## config.mk

```make
export PLATFORM = sky130hd
export DESIGN_NAME = data_bus_sequencer
export DESIGN_NICKNAME = d
export VERILOG_FILES = /design/src/rtl/data_bus_pkg.sv /design/src/rtl/data_bus_src_decode.sv /design/src/rtl/data_bus_sequencer.sv
export SDC_FILE = /design/constraint.sdc
export NUM_CORES = 1
export LEC_CHECK = 0
export CORE_MARGIN = 2
export CORE_UTILIZATION = 42
export DETAILED_ROUTE_END_ITERATION = 8
export PLACE_DENSITY = 0.79
export SLEW_MARGIN = 10
export SYNTH_ARGS = -nofsm -noshare
export SYNTH_HDL_FRONTEND = slang
export SYNTH_HIERARCHICAL = 1
export SYNTH_SLANG_ARGS = --single-unit
```

## constraint.sdc

```tcl
create_clock -name clk -period 1.7 [get_ports clk]
set_input_delay 0.34 -clock clk [delete_from_list [all_inputs] [get_ports clk]]
set_output_delay 0.34 -clock clk [all_outputs]
set_load 0.02 [all_outputs]
```

## src/rtl/data_bus_pkg.sv

```systemverilog
// Purpose: shared source codes, destination bit indices and FSM encodings for the data bus sequencer.
// Latency: n/a (definitions only).
// Backpressure: n/a (definitions only).
package data_bus_pkg;

  localparam int DATA_BUS_WIDTH_DEF = 8;
  localparam int N_SRC = 9;
  localparam int N_DST = 12;

  // Bus source codes; 9..15 have no driver.
  typedef enum logic [3:0] {
    SRC_A   = 4'd0,
    SRC_B   = 4'd1,
    SRC_C   = 4'd2,
    SRC_D   = 4'd3,
    SRC_M1  = 4'd4,
    SRC_M2  = 4'd5,
    SRC_X   = 4'd6,
    SRC_Y   = 4'd7,
    SRC_MEM = 4'd8
  } src_e;

  // Destination load-mask bit positions.
  localparam int DST_A    = 0;
  localparam int DST_B    = 1;
  localparam int DST_C    = 2;
  localparam int DST_D    = 3;
  localparam int DST_M1   = 4;
  localparam int DST_M2   = 5;
  localparam int DST_X    = 6;
  localparam int DST_Y    = 7;
  localparam int DST_J1   = 8;
  localparam int DST_J2   = 9;
  localparam int DST_INST = 10;
  localparam int DST_MEM  = 11;

  // FSM encodings, kept as plain constants for older consumers.
  localparam logic [1:0] ST_IDLE    = 2'd0;
  localparam logic [1:0] ST_DRIVE   = 2'd1;
  localparam logic [1:0] ST_LOAD    = 2'd2;
  localparam logic [1:0] ST_RELEASE = 2'd3;

  typedef enum logic [1:0] {
    S_IDLE    = ST_IDLE,
    S_DRIVE   = ST_DRIVE,
    S_LOAD    = ST_LOAD,
    S_RELEASE = ST_RELEASE
  } state_e;

endpackage

```

## src/rtl/data_bus_src_decode.sv

```systemverilog
// Purpose: one-hot driver decode of a source code plus request legality (legality only with BUS_CONTENTION_CHECK_EN).
// Latency: combinational.
// Backpressure: none; pure function of its inputs.
module data_bus_src_decode
  import data_bus_pkg::*;
(
  input  logic [3:0]       src,
  input  logic [N_DST-1:0] dst,
  output logic [N_SRC-1:0] drive_onehot,
  output logic             illegal
);

  // Codes past MEM have no driver, so they decode to all-zero.
  always_comb begin
    drive_onehot = '0;
    if (src <= SRC_MEM) drive_onehot[src] = 1'b1;
  end

`ifdef BUS_CONTENTION_CHECK_EN
  logic self_load;

  // A register cannot be both the bus driver and a load target in one transfer.
  always_comb begin
    self_load = 1'b0;
    if (src == SRC_MEM)     self_load = dst[DST_MEM];
    else if (src < SRC_MEM) self_load = dst[src[2:0]];
  end

  assign illegal = (src > SRC_MEM) || (dst == '0) || self_load;
`else
  logic unused_dst;
  assign unused_dst = ^dst;
  assign illegal    = 1'b0;
`endif

endmodule

```

## src/rtl/data_bus_sequencer.sv

```systemverilog
// Purpose: sequences one shared-bus transfer: drive source, settle, load destinations, release (BUS_CONTENTION_CHECK_EN adds legality check + sticky err).
// Latency: ack in accept cycle, done SETTLE_CYCLES+2 cycles later; back-to-back period SETTLE_CYCLES+3.
// Backpressure: xfer_ack only in IDLE; a held xfer_req waits until the FSM returns to IDLE.
module data_bus_sequencer
  import data_bus_pkg::*;
#(
  parameter int DATA_BUS_WIDTH = DATA_BUS_WIDTH_DEF,
  parameter int SETTLE_CYCLES  = 2
) (
  input  logic              clk,
  input  logic              reset_n,
  input  logic              xfer_req,
  input  logic [3:0]        xfer_src,
  input  logic [N_DST-1:0]  xfer_dst,
  output logic              xfer_ack,
  output logic              xfer_done,
  output logic              busy,
  output logic [N_SRC-1:0]  drive_en,
  output logic [N_DST-1:0]  load_en,
  output logic              err
);

  localparam logic [3:0] CNT_INIT = 4'(SETTLE_CYCLES - 1);

  logic [1:0]       state;
  logic [3:0]       cnt;
  logic [N_SRC-1:0] cap_drv;
  logic [N_DST-1:0] cap_dst;
  logic [N_SRC-1:0] dec_drv;
  logic             dec_illegal;

  data_bus_src_decode u_decode (
    .src          (xfer_src),
    .dst          (xfer_dst),
    .drive_onehot (dec_drv),
    .illegal      (dec_illegal)
  );

  assign xfer_ack  = (state == ST_IDLE) && xfer_req;
  assign busy      = (state != ST_IDLE);
  assign xfer_done = (state == ST_RELEASE);
  assign drive_en  = ((state == ST_DRIVE) || (state == ST_LOAD)) ? cap_drv : '0;
  assign load_en   = (state == ST_LOAD) ? cap_dst : '0;

  // Transfer FSM; the request is captured at accept so later input changes are ignored.
  always_ff @(posedge clk or negedge reset_n) begin
    if (!reset_n) begin
      state   <= ST_IDLE;
      cnt     <= '0;
      cap_drv <= '0;
      cap_dst <= '0;
    end else begin
      case (state)
        ST_IDLE: begin
          if (xfer_req) begin
            cap_drv <= dec_drv;
            cap_dst <= xfer_dst;
            cnt     <= CNT_INIT;
            state   <= dec_illegal ? ST_RELEASE : ST_DRIVE;
          end
        end
        ST_DRIVE: begin
          if (cnt == '0) state <= ST_LOAD;
          else           cnt   <= cnt - 4'd1;
        end
        ST_LOAD:    state <= ST_RELEASE;
        default:    state <= ST_IDLE;
      endcase
    end
  end

`ifdef BUS_CONTENTION_CHECK_EN
  // Sticky until reset: any accepted illegal request.
  always_ff @(posedge clk or negedge reset_n) begin
    if (!reset_n)                     err <= 1'b0;
    else if (xfer_ack && dec_illegal) err <= 1'b1;
  end
`else
  assign err = 1'b0;
`endif

  // Structural invariants of the bus and the parameter range.
  a_drive_onehot : assert property (@(posedge clk) disable iff (!reset_n) $onehot0(drive_en));
  a_load_only_in_load : assert property (@(posedge clk) disable iff (!reset_n)
    (load_en != '0) |-> (state == ST_LOAD));
  a_params : assert property (@(posedge clk)
    (DATA_BUS_WIDTH > 0) && (SETTLE_CYCLES >= 1) && (SETTLE_CYCLES <= 15));

endmodule

```

# Word-level counts from Yosys, hierarchy flattened
# Cells that the tools add are included.
dict set report classes {
  n_addsub 1
  n_lt_le_gt_ge 3
  eq_ne 6
  n_mux 11
  reduce_logical 10
}
# operator n
set ops {}
lappend ops {{$mux W9} 2}
lappend ops {{$mux W12} 1}
lappend ops {{$mux W4} 2}
lappend ops {{$pmux W4 S2} 1}
lappend ops {{$pmux W2 S3} 1}
lappend ops {{$lt A4 B5 Y1 const B} 1}
lappend ops {{$demux W1 S4} 1}
lappend ops {{$eq A2 B2 Y1 const B} 2}
lappend ops {{$ge A4 B1 Y1 const B} 1}
lappend ops {{$le A4 B4 Y1 const B} 1}
lappend ops {{$logic_not A4 Y1} 1}
lappend ops {{$mux W2} 2}
lappend ops {{$ne A2 B2 Y1 const B} 2}
lappend ops {{$reduce_and A2 Y1} 2}
lappend ops {{$reduce_bool A2 Y1} 2}
lappend ops {{$sub A4 B1 Y4 const B} 1}
lappend ops {{$reduce_and A3 Y1} 1}
lappend ops {{$eq A2 B1 Y1 const B} 1}
lappend ops {{$logic_and A1 B1 Y1} 2}
lappend ops {{$logic_not A2 Y1} 1}
lappend ops {{$ne A2 B1 Y1 const B} 1}
lappend ops {{$logic_or A1 B1 Y1} 1}
lappend ops {{$mux W1} 1}
dict set report totals {
  reg_bits 27
  out_inout_bits 25
  word_cells 35
}

# Logic depth before layout (Yosys ltp)
dict set report depth {
  depth_word 5
  mapped_depth 6
  depth_no_buf 5
}

# Cells and area by module
# Netlist, hierarchy kept.
# mod instances cells_each area_per_inst_um2 seq_area_each_um2
set modules_own_cells {}
lappend modules_own_cells {data_bus_sequencer 1 112 1365.1 675.6}
lappend modules_own_cells {data_bus_src_decode 1 11 101.3 0.0}

# Worst setup path after synthesis
# OpenSTA, ideal clock, no wires.
dict set report synth_path {
  kind {register to register}
  start {reg cnt[0]}
  end {reg state[1]}
  setup_ps 128
  arrival_ps 1517
  required_time_ps 1572
  setup_slack_ps 56
  path_stages_with_launch 6
  n_path_buf 0
  period_less_slack_ps 1644
  path_cell_list {dfrtp_1 inv_1 ha_1 or3b_4 a21boi_4 mux2_1}
}
dict set report synth_via {
  elab_chain_cells 3
}
# element line
set synth_rtl {}
lappend synth_rtl {{from (decl)} data_bus_sequencer.sv:26} ;# logic [3:0] cnt;
lappend synth_rtl {{from (signal assigned)} data_bus_sequencer.sv:64} ;# else cnt <= cnt - 4'd1;
lappend synth_rtl {{$logic_not A4 Y1} data_bus_sequencer.sv:63} ;# if (cnt == '0) state <= ST_LOAD;
lappend synth_rtl {{$ne A2 B1 Y1 (no source line)} n/a}
lappend synth_rtl {{$reduce_and A2 Y1 (no source line)} n/a}
lappend synth_rtl {{to (signal assigned)} data_bus_sequencer.sv:59} ;# state <= dec_illegal ? ST_RELEASE : ST_DRIVE;
lappend synth_rtl {{to (decl)} data_bus_sequencer.sv:25} ;# logic [1:0] state;
# No other way between the ends.
# A chain may end at the register's enable or synchronous reset.

# Worst setup path after layout
dict set report layout_path {
  start {reg state[0]}
  end {out load_en[10]}
}
dict set report layout_via {
  elab_chain_cells 2
}
# element line
set layout_rtl {}
lappend layout_rtl {{$eq A2 B2 Y1} data_bus_sequencer.sv:43} ;# assign load_en = (state == ST_LOAD) ? cap_dst : '0;
lappend layout_rtl {{$mux W12} data_bus_sequencer.sv:43}
lappend layout_rtl {{to (decl)} data_bus_sequencer.sv:19} ;# output logic [N_DST-1:0] load_en,
# No other way between the ends.

==> flow_metrics.tcl <==
set metrics [dict create \
    drc 0 \
    violations "negative setup slack" \
    initial_core_util 0.439 \
    min_period_ps 1820 \
    hp-class "input port to asynchronous set/reset pin" \
    power.density_nw_per_um2 1670 \
    ys.flop_type "dfrtp_1" \
    status "finished with violations" \
    final_nets 208 \
    grtUsageTotal 0.184 \
    critPathTopFamily "buffers and inverters" \
    clock-root-buffer "clkbuf_4" \
    syn_area_um2 1470 \
    yosysWarnings 6 \
    dp_hpwl_mm 2.38 \
    worstSetupStartpoint "state[0]$_DFFE_PN0P_" \
    yosysSeqAreaShare 0.461 \
    die_w_um 63.1 \
    via_per_inst 5.03 \
    cts_tree "built" \
    vias 1146 \
    synth_edf_count 0 \
    diodes 0 \
    avgSynthCellArea_um2 11.9 \
    ff2ff_setup_slack_ps 60 \
    synthCells 123 \
    antenna_found_initial 0 \
    ys_ff_latch 27 \
    fp.coreArea_um2 3340 \
    utilization 0.648 \
    dr.pass1.iters 3 \
    hold_viol 0 \
    drt-total-wl_mm 3.41 \
    ios 44 \
    r2r_start "cnt[0]$_DFFE_PN0P_" \
    fmaxAchievable_mhz 550 \
    leakagePower_nw 1.01 \
    drive_gt1_frac 0.533 \
    cp-end-kind "primary output" \
    die-area_um2 3980 \
    ir_drop_uv 678 \
    clkTransAtPathRegs_ps 160 \
    grt_overflow 0 \
    portBuffers 42 \
    cts.path.max_buffers 2 \
    synth_area_leaders "dfrtp_1 (46%), mux2_2 (16%), and2_1 (9.0%), ha_1 (5.1%), and4bb_2 (3.4%)" \
    cts.sinks 27 \
    setup_ws_ps -117 \
    netlist-cell-type-count 31 \
    clock_latency_ps 340 \
    rsz0062_at_grt "true" \
    fin_hold_ws_ps 354 \
    first_global_vias 1271 \
    start_kind "flip-flop" \
    cpPeakStageDelay_ps 410 \
    crit_buf_inv 4 \
    cts-buffers-inserted 3 \
    max_cap_viol_count 0 \
    cp_slowest_cell "dfrtp_1" \
    power_mw 3.61 \
    routabilityCongestion 0.684 \
    yosys-top-cells-count "dfrtp_1 (27), and2_1 (21), mux2_2 (21)" \
    cp_data_required_time_ps 1360 \
    yosysTopAreaCell "dfrtp_1" \
    fin_skew_ps 7.70 \
    grt_pass1_wl_mm 5.82 \
    critical_path_class "flip-flop to primary output" \
    ant_nets 0 \
    critPathArrivalTime_ps 1480 \
    ys_async_sr_fraction 1.00 \
    worst-path-max-fanout 7 \
    grt_max_degree 28 \
    drv_slew 0 \
    cts_htree_levels 1 \
    netlist.area_leader.share 0.461 \
    wl_per_cell_um 14.9 \
    syn_nets 148 \
    area_delta_synth_final_pct 47.4 \
    path_cells "inv_2, buf_6, ha_4, buf_6, and2_4, buf_6" \
    row_count 21 \
    drtIter0Drc 27 \
    period_share 1.07 \
    synth_most_common_cell "dfrtp_1" \
    crit_top_cell "buf_6" \
    die_h_um 63.1 \
    rr_worst_depth 5 \
    setup_viol 21 \
    timing.rr.end "state[1]$_DFFE_PN0P_" \
]
## area by class of cell
cell class	count	area (µm²)
clock buffer	3	22.5
clock inverter	1	7.51
fill	264	1180
inverter	7	26.3
multi-input combinational	83	803
sequential	27	676
tap	46	57.6
timing repair buffer	61	568
## routing by layer
layer	GRT usage	vias to the layer above	part of all wire
met1	0.217	573	0.41
met3	0.0268	5	0.032
met2	0.346	27	0.54
met5	0	-	0
met4	0.0500	0	0.011
li1	-	541	-
## report_power, final
part | total (mW) | internal [mW] | switching [mW] | leakage (nW)
combinational | 2.27 | 1.27 | 1.00 | 0.659
clock | 0.298 | 0.0903 | 0.208 | 0.0139
sequential | 1.04 | 0.898 | 0.145 | 0.340
## registers in the layout, summed over array words and instances, names as in the netlist
register  count
cap_drv       9
cap_dst      12
cnt           4
state         2
## worst register-to-register path, cell delays in order (launching register included)
cell      delay [ps]
dfrtp_1          410
inv_2             80
ha_4             140
or3b_4           390
a21boi_4         180
mux2_1           330
## through the flow
stage	cells	setup TNS, ps	instance area [µm²]	setup WS [ps]
global placement	218	-4290	2010	-242
global route	228	-3010	2160	-174
floorplan	123	0	1470	55.6
detailed placement	218	-5670	2010	-287
CTS	226	-1820	2110	-100
finish	228	-1760	2160	-117
## cells by family (layout without fill, tap and decap cells)
group / after synthesis / after routing / synth area share
flops: 27 / 27 / 0.461
simple gates: 44 / 44 / 0.212
mux: 24 / 24 / 0.183
other cells: 2 / 2 / 0.00512
fa+ha+maj: 6 / 6 / 0.0512
buf+inv: 13 / 72 / 0.0410
compound gates: 7 / 7 / 0.0469
## placed cells by master, fill, tap and decap left out, types with 2 or more instances in the layout
cell | Yosys | final
dfrtp_1 | 27 | 27
buf_4 | 2 | 24
mux2_2 | 21 | 21
buf_6 | 0 | 18
clkdlybuf4s50_1 | 0 | 18
and2_4 | 0 | 12
and2_1 | 21 | 9
nand2_1 | 5 | 5
inv_2 | 0 | 4
and4bb_2 | 4 | 4
nor4b_1 | 4 | 4
inv_1 | 7 | 3
ha_4 | 0 | 3
clkbuf_4 | 0 | 3
mux2i_1 | 2 | 2
nand4b_1 | 2 | 2
ha_2 | 0 | 2
conb_1 | 2 | 2
## what timing repair did
| action | CTS | global route |
|---|---|---|
| pin swaps | 2 | 0 |
| buffers inserted | 3 | 2 |
| setup endpoints to repair | 25 | 27 |
| resized for setup | 144 | 18 |
| gates cloned | 1 | 0 |
| hold buffers | 0 | 0 |
## how the worst max path moves through the flow
stage / end / slack [ps] / cells past startpoint
after detailed placement: drive_en[1] / -290 / 4
after global routing: load_en[10] / -170 / 6
final: load_en[10] / -120 / 6
after floorplan: state[1]$_DFFE_PN0P_ / 60 / 5
after global placement: xfer_ack / -240 / 4
after CTS: load_en[6] / -100 / 6
No activity file was read; power rests on OpenSTA's default activity.
